File: src/rtl/div_seq.sv
// rtl/div_seq.sv - iterative radix-2 restoring divide/remainder sequencer for the EX stage
module div_seq #(
    parameter int WIDTH = 32
) (
    input  logic             clk,
    input  logic             rst_n,
    input  logic             start,
    input  logic [2:0]       funct3,
    input  logic [WIDTH-1:0] a,
    input  logic [WIDTH-1:0] b,
    input  logic             kill,
    output logic             stall_EX,
    output logic             busy,
    output logic             done,
    output logic [WIDTH-1:0] result
);

    typedef enum logic [1:0] {
        S_IDLE = 2'd0,
        S_RUN  = 2'd1,
        S_FIX  = 2'd2,
        S_DONE = 2'd3
    } state_t;

    localparam int              CW       = $clog2(WIDTH + 1);
    localparam logic [CW-1:0]   LAST_IT  = CW'(WIDTH - 1);
    localparam logic [WIDTH-1:0] ONE     = WIDTH'(1);
    localparam logic [WIDTH-1:0] ALL_ONE = '1;
    localparam logic [WIDTH-1:0] MIN_NEG = {1'b1, {(WIDTH-1){1'b0}}};

    state_t           state;
    logic [CW-1:0]    cnt;
    logic [WIDTH-1:0] rem;       // partial remainder, always < |b| between iterations
    logic [WIDTH-1:0] quot;      // quotient bits shifted in LSB-first
    logic [WIDTH-1:0] dvd;       // |a|, consumed MSB-first
    logic [WIDTH-1:0] div_mag;   // |b|
    logic             a_sign;
    logic             b_sign;
    logic             op_rem;    // funct3[1]: 1 selects remainder

    // Operand decode in IDLE; funct3[2] is ignored so 0xx aliases 1xx
    logic             is_signed;
    logic             a_neg;
    logic             b_neg;
    logic [WIDTH-1:0] a_mag;
    logic [WIDTH-1:0] b_mag;
    logic             div_zero;
    logic             sgn_ovf;

    always_comb begin
        is_signed = ~funct3[0];
        a_neg     = is_signed & a[WIDTH-1];
        b_neg     = is_signed & b[WIDTH-1];
        a_mag     = a_neg ? (~a + ONE) : a;
        b_mag     = b_neg ? (~b + ONE) : b;
        div_zero  = (b == '0);
        sgn_ovf   = is_signed & (a == MIN_NEG) & (b == ALL_ONE);
    end

    // One restoring step: shift the next dividend bit in and try to subtract |b|
    logic [WIDTH:0] shifted;
    logic [WIDTH:0] trial;

    always_comb begin
        shifted = {rem, dvd[WIDTH-1]};
        trial   = shifted - {1'b0, div_mag};
    end

    // Sign correction: quotient negative on sign mismatch, remainder follows dividend
    logic [WIDTH-1:0] q_fix;
    logic [WIDTH-1:0] r_fix;

    always_comb begin
        q_fix = (a_sign ^ b_sign) ? (~quot + ONE) : quot;
        r_fix = a_sign ? (~rem + ONE) : rem;
    end

    // Pipeline hold: asserted from the accepting cycle until the cycle before DONE
    always_comb begin
        stall_EX = ((state == S_IDLE) & start & ~kill)
                 | (state == S_RUN)
                 | (state == S_FIX);
    end

    // Sequencer FSM with registered busy/done/result
    always_ff @(posedge clk or negedge rst_n) begin
        if (!rst_n) begin
            state   <= S_IDLE;
            cnt     <= '0;
            rem     <= '0;
            quot    <= '0;
            dvd     <= '0;
            div_mag <= '0;
            a_sign  <= 1'b0;
            b_sign  <= 1'b0;
            op_rem  <= 1'b0;
            busy    <= 1'b0;
            done    <= 1'b0;
            result  <= '0;
        end else if (kill) begin
            state <= S_IDLE;
            busy  <= 1'b0;
            done  <= 1'b0;
        end else begin
            case (state)
                S_IDLE: begin
                    done <= 1'b0;
                    if (start) begin
                        op_rem  <= funct3[1];
                        a_sign  <= a_neg;
                        b_sign  <= b_neg;
                        dvd     <= a_mag;
                        div_mag <= b_mag;
                        cnt     <= '0;
                        rem     <= '0;
                        quot    <= '0;
                        busy    <= 1'b1;
                        if (div_zero) begin
                            result <= funct3[1] ? a : ALL_ONE;
                            done   <= 1'b1;
                            state  <= S_DONE;
                        end else if (sgn_ovf) begin
                            result <= funct3[1] ? '0 : MIN_NEG;
                            done   <= 1'b1;
                            state  <= S_DONE;
                        end else begin
                            state <= S_RUN;
                        end
                    end
                end
                S_RUN: begin
                    dvd <= {dvd[WIDTH-2:0], 1'b0};
                    cnt <= cnt + CW'(1);
                    if (!trial[WIDTH]) begin
                        rem  <= trial[WIDTH-1:0];
                        quot <= {quot[WIDTH-2:0], 1'b1};
                    end else begin
                        rem  <= shifted[WIDTH-1:0];
                        quot <= {quot[WIDTH-2:0], 1'b0};
                    end
                    if (cnt == LAST_IT) begin
                        state <= S_FIX;
                    end
                end
                S_FIX: begin
                    result <= op_rem ? r_fix : q_fix;
                    done   <= 1'b1;
                    state  <= S_DONE;
                end
                S_DONE: begin
                    busy  <= 1'b0;
                    done  <= 1'b0;
                    state <= S_IDLE;
                end
                default: begin
                    busy  <= 1'b0;
                    done  <= 1'b0;
                    state <= S_IDLE;
                end
            endcase
        end
    end

endmodule

File: config.mk
export PLATFORM = sky130hd
export DESIGN_NAME = div_seq
export DESIGN_NICKNAME = d
export VERILOG_FILES = /design/src/rtl/div_seq.sv
export SDC_FILE = /design/constraint.sdc
export NUM_CORES = 1
export LEC_CHECK = 0
export CAP_MARGIN = 15
export CELL_PAD_IN_SITES_DETAIL_PLACEMENT = 1
export CELL_PAD_IN_SITES_GLOBAL_PLACEMENT = 1
export CORE_UTILIZATION = 45
export DETAILED_ROUTE_END_ITERATION = 6
export PLACE_DENSITY = 0.82
export SYNTH_ARGS = -nofsm -noshare
export SYNTH_HDL_FRONTEND = slang
export SYNTH_SLANG_ARGS = --single-unit
File: constraint.sdc
create_clock -name clk -period 3.69 [get_ports clk]
set_input_delay 0.738 -clock clk [delete_from_list [all_inputs] [get_ports clk]]
set_output_delay 0.738 -clock clk [all_outputs]
set_load 0.01 [all_outputs]
==> results of run 1 <==
==> cells by family after synthesis <==
| group | count (synthesis) | synth area share |
|---|---|---|
| compound gates | 461 | 0.236 |
| xor+xnor | 151 | 0.107 |
| fa+ha+maj | 43 | 0.0441 |
| buf+inv | 150 | 0.0489 |
| flops | 173 | 0.350 |
| mux | 31 | 0.0252 |
| simple gates | 485 | 0.189 |
==> per-stage QoR <==
stage	util	hold slack, ps
finish	0.547	336
global route	0.547	409
CTS	0.546	392
detailed placement	0.523	470
global placement	0.523	458
floorplan	-	442
==> flip-flops by register name, indices dropped and copies added, names as in the netlist <==
signal / flops
a_sign: 1
quot: 32
div_mag: 32
op_rem: 1
busy: 1
b_sign: 1
dvd: 32
done: 1
result: 32
rem: 32
state: 2
cnt: 6
==> synth_stat cells (13+ instances only) <==
cell type / count / area share
o41ai_1: 15 / 0.011
o31ai_1: 25 / 0.015
o21ai_0: 160 / 0.065
dfrtp_1: 173 / 0.35
nand4_1: 19 / 0.0096
xnor2_1: 70 / 0.050
a21oi_1: 94 / 0.038
xor2_1: 81 / 0.057
clkbuf_1: 71 / 0.022
nand2_1: 208 / 0.063
o21ai_1: 13 / 0.0053
mux2i_1: 30 / 0.024
nor3_1: 28 / 0.011
nor2_1: 76 / 0.023
a21o_1: 22 / 0.013
nand2b_1: 18 / 0.0091
nand3_1: 51 / 0.021
nor4_1: 17 / 0.0086
a22oi_1: 28 / 0.017
ha_1: 42 / 0.042
inv_1: 58 / 0.018
==> layer usage <==
| metal | share of wire | global-route usage | wire length (µm) |
|---|---|---|---|
| met1 | 0.44 | 0.383 | 18000 |
| met2 | 0.48 | 0.508 | 19600 |
| met3 | 0.035 | 0.0299 | 1400 |
| met4 | 0.036 | 0.121 | 1470 |
| met5 | 0 | 0 | 0 |
==> cell type report <==
class,instances,area [µm²],area share
repair buffers,177,1670,0.113
inverters,59,221,0.0150
well taps,341,427,0.0290
clock inverters,13,201,0.0137
multi-input cells,1171,7450,0.506
clock buffers,19,433,0.0294
flip-flops and latches,173,4330,0.294
==> power by group through the flow <==
stage	Sequential [mW]	Clock, mW	Combinational, mW
after floorplan	2.67	0	2.58
after CTS	2.72	2.03	3.94
final	2.72	2.02	3.96
after detailed placement	2.75	0	3.89
after global routing	2.79	2.10	4.37
after global placement	2.72	0	3.73
==> cells in the final DEF, fill, tap and decap left out, drive strengths merged, types with 52 or more instances in the layout <==
cell type      netlist  layout
dfrtp              173     173
nor2                77      77
xnor2               70      70
clkdlybuf4s50        0     103
nand2              208     208
inv                 58      63
nand3               52      52
o21ai              174     174
xor2                81      81
a21oi               95      95
buf                 18      74
==> path summary, 6_finish.rpt <==
check                                    to  slack (ps)  depth (start not counted)
worst min register to register  div_mag[20]         480                          2
max in group asynchronous        div_mag[0]        2440                          2
worst max register to register      rem[14]         180                         12
worst min-delay path                quot[6]         340                          1
worst max-delay path                rem[14]         180                         12
min in group clk                div_mag[20]         480                          2
==> results.ini, run 1 <==
[synth]
ys_seq_area_frac = 0.350
syn_nets = 1608
ys.flop_type = dfrtp_1
async_reset_ff_frac = 1.00
synth_cell_types = 80
synth_area_per_cell_um2 = 8.28
syn-instance-count = 1494
synth_edf_count = 0
syn_area_mm2 = 0.0124
ys_seq_elements = 173
yosysWarnings = 0

[sta]
fmax_ghz = 0.285
fin_tns_setup_ps = 0
setup_viol = 0
rsz0062_at_grt = false
period_share = 0.952
hold_viol = 0
skew_ps = 13.4
slew_headroom = 0.420
fin_ws_ps = 176
maxSlewViolCount = 0
finalCriticalPeriod_ps = 3510
tightest_slew_ps = 870

[power]
sw_frac_of_total = 0.420
p_int_mw = 5.05
seqPwrFrac = 0.313
clockPowerShare = 0.232
combinationalPowerShare = 0.455
p_switching_mw = 3.65
power_density_mw_per_mm2 = 591
p_leak_nw = 6.73
total_power_mw = 8.70
vdd_drop_max_uv = 323

[critical_path]
r2r_start = dvd[31]
crit_chain = inv_1, ha_1, fa_1, nand2b_1, a21o_1, a311o_1, a31oi_1, a221oi_1, nand3_4, buf_12, mux2i_1, o21ai_0
crit_slowest_cell = fa_1
crit_type = flip-flop to flip-flop
endpoint_kind = flip-flop
startpoint = dvd[31]
cpPeakStageDelay_ps = 430
crit_family = compound AO/OA/AOI/OAI gates
arrival_ps = 3810
crit_fanout = 27
critPathLaunchType = flip-flop
path_buf_inv = 2
worstPathRequired_ps = 3980

[routing]
vias = 11800
drc_errors = 0
detail-route-antenna-nets = 0
wl_per_cell_um = 20.7
via_per_inst = 6.03
drt_pass1_iterations = 7
drt_iter0_drc = 870
wl_um = 40400

[layout]
diodes = 0
final_cells = 1953
synthToLayoutAreaGrowth_pct = 19.1
final_nets = 1713
fill_cells = 3238
drive_above_1_share = 0.0875
finish.instance_area_mm2 = 0.0147

[job]
maxCapViolCount = 0

[placement]
io_buffers = 104
gp_congestion = 0.890
pre_cts_ws_ps = -86.1
placed_cell_area_mm2 = 0.0141
dp_hpwl_um = 29700
dp_cells = 1921

[global_routing]
grt_pass1_vias = 12200
grt.overflow.total = 0
grt_max_degree = 86
gr-usage-all-layers = 0.296
grt_antenna_before_repair = 1
grt_pass1_wl_um = 66300

[clocking]
postCtsSetupBuffers = 0
h-tree-depth = 4
hold_buffers = 0
clock_sinks = 173
root_buffer = clkbuf_16
cts_tree = done
clk_pin_slew_worst_paths_ps = 80
ctsResizeCount = 0
clk_path_buf_depth = 2
cts_buffers = 17
clkLatencyLatePin_ps = 440

[floorplan]
die_x_um = 168
die_h_um = 168
core_area_mm2 = 0.0270
die_area_mm2 = 0.0282
num_rows = 60
initial_core_util = 0.459
ios = 106

[outcome]
status = complete, no violations

[hold_path]
hold_path.class = input pin to asynchronous set/reset pin

(Power assumes the default switching activity.)
==> inputs of run 2 (changes only) <==
- CORE_UTILIZATION: 45 -> 48
- PLACE_DENSITY: 0.82 -> 0.86
- clock period: 3.69 -> 4.2 ns (I/O delays scaled with it)
==> results.ini, run 2 (synthesis results as in run 1) <==
[layout]
final_cells = 1898  ; was 1953
finish.instance_area_mm2 = 0.0143  ; was 0.0147 mm²
final_nets = 1669  ; was 1713
drive_above_1_share = 0.0631  ; was 0.0875
diodes = 0  ; unchanged
synthToLayoutAreaGrowth_pct = 15.4  ; was 19.1%
final_cell_mix = nand2_1, dfrtp_1, o21ai_0, clkdlybuf4s50_1, a21oi_1  ; unchanged
fill_cells = 3033  ; was 3238
final_common_cell = nand2_1  ; unchanged

[routing]
wl_um = 40200  ; was 40400 µm
drc_errors = 0  ; unchanged
wl_per_cell_um = 21.2  ; was 20.7 µm
drt_iter0_drc = 887  ; was 870
detail-route-antenna-nets = 0  ; unchanged
vias = 11800  ; about the same
drt_pass1_iterations = 5  ; was 7
via_per_inst = 6.19  ; was 6.03

[critical_path]
critPathLaunchType = input pin  ; was flip-flop
r2r_slack_ps = 700  ; was 180 ps
r2r_start = rem[12]  ; was dvd[31]
crit_end = stall_EX  ; was rem[14]
startpoint = start  ; was dvd[31]
worstPathRequired_ps = 3360  ; was 3980 ps
crit_fanout = 7  ; was 27
endpoint_kind = output pin  ; was flip-flop
r2r_end = rem[14]  ; unchanged
crit_type = input pin to output pin  ; was flip-flop to flip-flop
arrival_ps = 2770  ; was 3810 ps
ff2ff_path_depth = 10  ; was 12

[sta]
slew_headroom = 0.298  ; was 0.420
skew_ps = 13.7  ; was 13.4 ps
hold_viol = 0  ; unchanged
rsz0062_at_grt = false  ; unchanged
fmax_ghz = 0.277
fin_ws_ps = 589  ; was 176 ps
period_share = 0.860
setup_viol = 0  ; unchanged
fin_tns_setup_ps = 0  ; unchanged
tightest_slew_ps = 1050  ; was 870 ps
finalCriticalPeriod_ps = 3610
maxSlewViolCount = 0  ; unchanged
fin_hold_ws_ps = 480  ; was 336 ps

[clocking]
hold_buffers = 0  ; unchanged
root_buffer = clkbuf_16  ; unchanged
cts_tree = done  ; unchanged
clock_sinks = 173  ; unchanged
ctsResizeCount = 0  ; unchanged
h-tree-depth = 4  ; unchanged
cts_buffers = 17  ; unchanged
clk_path_buf_depth = 2  ; unchanged
postCtsSetupBuffers = 0  ; unchanged
clkLatencyLatePin_ps = 450  ; was 440 ps
clk_pin_slew_worst_paths_ps = 80  ; about the same

[global_routing]
grt_pass1_vias = 12100  ; was 12200
grt_antenna_before_repair = 0  ; was 1
grt_max_degree = 96  ; was 86
grt.overflow.total = 0  ; unchanged
grt_pass1_wl_um = 64400  ; was 66300 µm
gr-usage-all-layers = 0.311  ; was 0.296

[hold_path]
hp-start = div_mag[7]
hold_path.class = flip-flop to flip-flop  ; was input pin to asynchronous set/reset pin

[power]
p_leak_nw = 6.46  ; was 6.73 nW
vdd_drop_max_uv = 241  ; was 323 µV
power_density_mw_per_mm2 = 519  ; was 591 mW/mm²

[job]
maxCapViolCount = 0  ; unchanged

[floorplan]
ios = 106  ; unchanged
die_x_um = 163  ; was 168 µm
die_area_mm2 = 0.0264  ; was 0.0282 mm²
initial_core_util = 0.490  ; was 0.459
core_area_mm2 = 0.0253  ; was 0.0270 mm²
die_h_um = 163  ; was 168 µm
num_rows = 58  ; was 60

[placement]
placed_cell_area_mm2 = 0.0137  ; was 0.0141 mm²
dp_cells = 1866  ; was 1921
io_buffers = 104  ; unchanged
dp_hpwl_um = 29400  ; was 29700 µm
gp_congestion = 0.938  ; was 0.890
pre_cts_ws_ps = 197  ; was -86.1 ps

[outcome]
status = complete, no violations  ; unchanged

==> run 2: cell types whose count changed in the layout (fill, tap and decap cells not counted) <==
cell        previous run  this run
bufinv_16              4         1
buf_4                 67        26
nand3_2                1         2
clkinvlp_4             0         4
clkinv_2               0         3
buf_12                 6         3
clkbuf_1               2         0
nand3_4                1         0
clkinv_4               4         3
inv_6                  4         3
==> run 2: where the power goes <==
group          internal (mW)  leakage, nW  switching, mW  total, mW
clock                  0.825        0.268          0.749       1.57
combinational           1.28         3.88           2.13       3.40
sequential              2.09         2.31          0.340       2.43
==> run 2: metal layers <==
metal  global-route usage  share of wire  vias to the layer above
met5                    0              0                        -
met3               0.0351          0.037                       79
met2                0.537           0.49                      358
li1                     -              -                     5458
met1                0.394           0.44                     5861
met4                0.128          0.034                        0
==> run 2: stage by stage <==
stage | total power, mW | utilization
final | 7.40 | 0.565
after global routing | 7.84 | 0.565
after CTS | 7.39 | 0.565
after detailed placement | 5.78 | 0.543
after global placement | 5.56 | 0.543
after floorplan | 4.61 | -
==> run 2: layout make-up <==
class,instances,area (µm²),share of cell area
sequential,173,4330,0.303
timing repair buffer,133,1300,0.0909
tap,330,413,0.0289
multi-input combinational,1171,7440,0.522
inverter,59,221,0.0155
clock buffer,17,425,0.0298
clock inverter,15,139,0.00973
==> run 2: worst min-delay path by stage <==
| stage | slack, ps | to | depth (start not counted) |
|---|---|---|---|
| global route | 500 | result[14] | 1 |
| finish | 480 | div_mag[7] | 2 |
| floorplan | 440 | dvd[28] | 2 |
| global placement | 460 | dvd[28] | 2 |
| detailed placement | 470 | div_mag[14] | 2 |
| CTS | 490 | div_mag[14] | 2 |
==> run 2: critical path, stage by stage <==
cell	delay (ps)
clkdlybuf4s50_1	530
nand2_1	180
nor2_1	490
or3_1	200
clkdlybuf4s50_1	530
==> patch 1, RTL diff (settings of run 1) <==
`WIDTH`: 32 -> 64.
--- a/src/rtl/div_seq.sv
+++ b/src/rtl/div_seq.sv
@@ -1,6 +1,6 @@
 // rtl/div_seq.sv - iterative radix-2 restoring divide/remainder sequencer for the EX stage
 module div_seq #(
-    parameter int WIDTH = 32
+    parameter int WIDTH = 64
 ) (
     input  logic             clk,
     input  logic             rst_n,
Ports: changed (resized a, b and result); port bits go from 106 to 202. The function was not compared with the original's and may differ.
==> patch 1 against run 1 <==
The flow now finishes with violations (negative setup slack). Area after synthesis increased by 97%. Critical endpoint is now result[32]$_DFFE_PN0P_. Register-to-register slack lost 96 ps. Global-route usage up 3.9 points. Sequential cell count grew 161. Largest power group unchanged. Final area increased by 110%. Worst hold slack lost 180 ps. Utilization is 3.5 points higher. Worst setup slack worse by 210 ps. Routed wire length rose by 130%. First-iteration DRC count increased by 120%. Total power up 94%. Clock power is 96% higher.
==> patch 1: results (changes against run 1) <==
metric;value;unit;change
initial antenna violation count;0;;-1
routed len/inst;22.59;um;+9.2%
failing checks;negative setup slack;;
worst-path fanout max;13;;-52%
worst setup margin;-30.06;ps;-205.9 ps
Synth top cells by count;nand2_1, dfrtp_1, o21ai_0;;
# fillers;6372;;+97%
Crit path largest cell delay;600;ps;+170 ps
leak pwr;13.37;nW;+99%
Iteration-0 DRC Markers;1889;;+120%
final setup fails;1;;+1
IO Port Bufs;200;;+92%
largest net degree at the start of global routing;108;;+26%
Met1 Wirelength;40390;um;+120%
Worst-Skew Late Latency;570;ps;+130 ps
worst reg-to-reg path cell count;13;;+1
crit path max-delay cell type;or4_1;;
RR Endpoint;rem[13]$_DFFE_PN0P_;;
synthesized net count;3235;;+100%
outcome;complete, but fails checks;;
Final Wtd Congestion;0.9574;;+7.6%
met3 WL;5914;um;+320%
CP Capture Point;result[32]$_DFFE_PN0P_;;
Total GRT Usage;0.3348;;+0.03860
Worst-Margin Slew;1130;ps;+259.3 ps
clock skew;16.92;ps;+3.539 ps
clock buffer depth;3;;+1
Fin Hold WS;158.4;ps;-177.8 ps
Num CTS Buffers;40;;+23
## patch 1: cell count changes in the layout (fill, tap and decap cells not counted), moves of 48 or more
| cell | before | now |
|---|---|---|
| a21oi_1 | 93 | 219 |
| a22o_1 | 2 | 56 |
| a31oi_1 | 8 | 57 |
| buf_4 | 67 | 311 |
| clkdlybuf4s50_1 | 103 | 198 |
| dfrtp_1 | 173 | 331 |
| inv_1 | 58 | 106 |
| nand2_1 | 208 | 367 |
| nor2_1 | 76 | 237 |
| o21ai_0 | 160 | 315 |
| xnor2_1 | 70 | 159 |
| xor2_1 | 81 | 135 |
## patch 1: repair_timing
action,in CTS,in global routing
cloned,0,2
gates resized for setup,20,30
endpoints found under the setup margin,119,73
buffers inserted,1,6
pin swaps,3,7
## patch 1: routing by layer
metal  vias up  track usage
li1      11740            -
met1     12610       0.4484
met2       895       0.5530
met3       173      0.04506
met4         0       0.1169
met5         -            0
## patch 1: how the worst min path moves through the flow
stage	start	end	slack [ps]	cells past startpoint
after detailed placement	dvd[47]$_DFFE_PN0P_	dvd[47]$_DFFE_PN0P_	470	2
after CTS	rst_n	dvd[7]$_DFFE_PN0P_	210	1
after floorplan	rst_n	a_sign$_DFFE_PN0P_	440	0
after global routing	rst_n	dvd[6]$_DFFE_PN0P_	210	1
after global placement	dvd[49]$_DFFE_PN0P_	dvd[49]$_DFFE_PN0P_	460	2
final	rst_n	dvd[7]$_DFFE_PN0P_	160	1
## patch 1: kinds of logic after synthesis
group | after synthesis | share of synthesized area
AND/OR/NAND/NOR | 1012 | 0.1973
AO/OA/AOI/OAI | 978 | 0.2536
flip-flops | 334 | 0.3437
buffers and inverters | 299 | 0.04693
XOR/XNOR | 297 | 0.1070
adder cells (fa/ha/maj) | 75 | 0.03890
multiplexers | 30 | 0.01250
## patch 1: layout make-up
type,instances,area [um^2],area share
Multi-Input combinational cell,2392,15070,0.4893
Sequential cell,334,8362,0.2714
Timing Repair Buffer,536,4833,0.1569
Clock buffer,58,1149,0.03728
Tap cell,688,860.8,0.02794
Inverter,107,401.6,0.01304
Clock inverter,11,126.4,0.004102
## patch 1: report_power, final
part | internal, W | leakage, nW | total (W) | switching (W)
Clock | 0.00230 | 0.626 | 0.00395 | 0.00165
Combinational | 0.00296 | 8.32 | 0.00772 | 0.00476
Sequential | 0.00454 | 4.43 | 0.00518 | 0.000646
## patch 1: metrics by stage
stage	area (um^2)	setup WS, ps	std cells
after floorplan	24320	145.8	3025
after global placement	29220	-590.8	4048
after detailed placement	29220	-782.5	4048
after CTS	30600	2.349	4118
after global routing	30810	-92.11	4126
final	30810	-30.06	4126
## patch 1: worst max-delay path: cells and delay by family
| family | cells | cell delay (ps) |
|---|---|---|
| AOI/OAI and AO/OA | 3 | 600 |
| buffers and inverters | 2 | 590 |
| and+or+nand+nor | 6 | 2310 |
==> patch 2, RTL diff (config.mk and constraints of run 1) <==
Made on the original files. Make the reset (`rst_n`) synchronous in one clocked block.
--- a/src/rtl/div_seq.sv
+++ b/src/rtl/div_seq.sv
@@ -83,7 +83,7 @@
     end
 
     // Sequencer FSM with registered busy/done/result
-    always_ff @(posedge clk or negedge rst_n) begin
+    always_ff @(posedge clk) begin
         if (!rst_n) begin
             state   <= S_IDLE;
             cnt     <= '0;
Behaviour: differs if rst_n is asserted again (counterexample within 4 cycles, from zero or initial values and one cycle with rst_n low); with rst_n held inactive, the same outputs for 4 cycles.
==> patch 2 against run 1 <==
Sequential cell count stayed put. Global-route usage fell by 0.77 points. Area after synthesis is 6.5% lower. Die area shrank 6.5%. Non-clock buffer count is 16 higher. Critical path type unchanged. Worst setup slack got worse by 27 ps. Highest routed layer unchanged. Synthesized cell count is 1.5% lower. Routed wire length shrank 6.5%. Final area down 4.8%.
Power is not compared: it rests on default switching activity, and its combinational part moved more than twofold at a synthesized area within 25%.
==> patch 2: results (changes against run 1) <==
metric;value;unit;change
Total GRT Usage;0.2885;;-0.007744
CP Capture Point;rem[22]$_SDFFE_PN0P_;;
largest net degree at the start of global routing;61;;-29%
dpl hpwl;27910;um;-5.9%
GRT met2 Usage;0.5043;;-0.003516
worst reg-to-reg path cell count;15;;+3
Iteration-0 DRC Markers;876;;+0.69%
Reg2Reg Setup Slack;150;ps;-30 ps
DRT Pass-1 Iters;6;;-1
vias in the first global route;11760;;-3.3%
final wirelength;37770;um;-6.5%
initial antenna violation count;0;;-1
outcome;finished clean;;
Final Wtd Congestion;0.8908;;+0.15%
f_max;282.4;MHz;-0.77%
Yosys cell types;78;;-2.5%
synthesized net count;1587;;-1.3%
met3 Use GR;0.02630;;-0.003552
met1 Use GR;0.3692;;-0.01359
Fin Hold WS;459.2;ps;+123.0 ps
share of cells above drive strength 1;0.1046;;+0.01714
Synth area leaders;dfxtp_1, nor2_1, xnor2_1;;
Synth top cells by count;nor2_1, dfxtp_1, nand2_1;;
dpl ws;-29.52;ps;+56.61 ps
routed vias;11520;;-2.1%
# fillers;3132;;-3.3%
Worst EP arrival;3870;ps;+60 ps
met3 WL;1392;um;-0.29%
post-synthesis sequential area ratio;0.2996;;-0.05043
asr flop ratio synth;0;;-1.000
first-pass GRT wire length;60840;um;-8.2%
final net count;1708;;-0.29%
clock skew;7.808;ps;-5.577 ps
patch 2: cell count changes after synthesis, sizes merged, moves of 8 or more:
cell           run 1  this run
o31ai             32        22
xnor2             70        78
a222oi             0        28
a21o              22        13
a211oi             3        40
nand3             52        12
nand2            208       131
nor2              77       205
dfrtp            173         0
xor2              81        70
dfxtp              0       173
o21ai            174       104
patch 2: cell families after synthesis:
kind of cell,count (synthesis),synth area share
flops,173,0.2996
simple gates,500,0.2076
xor+xnor,148,0.1138
fa+ha+maj,44,0.04827
compound gates,430,0.2508
mux,32,0.02793
buf+inv,145,0.05206
patch 2: cell type report:
class	count	area [um^2]	share of cell area
tap	330	412.9	0.02945
multi-input combinational	1154	7518	0.5362
clock inverter	15	207.7	0.01481
clock buffer	17	425.4	0.03034
sequential	173	3463	0.2470
timing repair buffer	193	1789	0.1276
inverter	54	205.2	0.01463
patch 2: timing repair:
item | in CTS | in global routing
setup buffers | 0 | 8
resized for setup | 0 | 1
setup endpoints to repair | 0 | 8
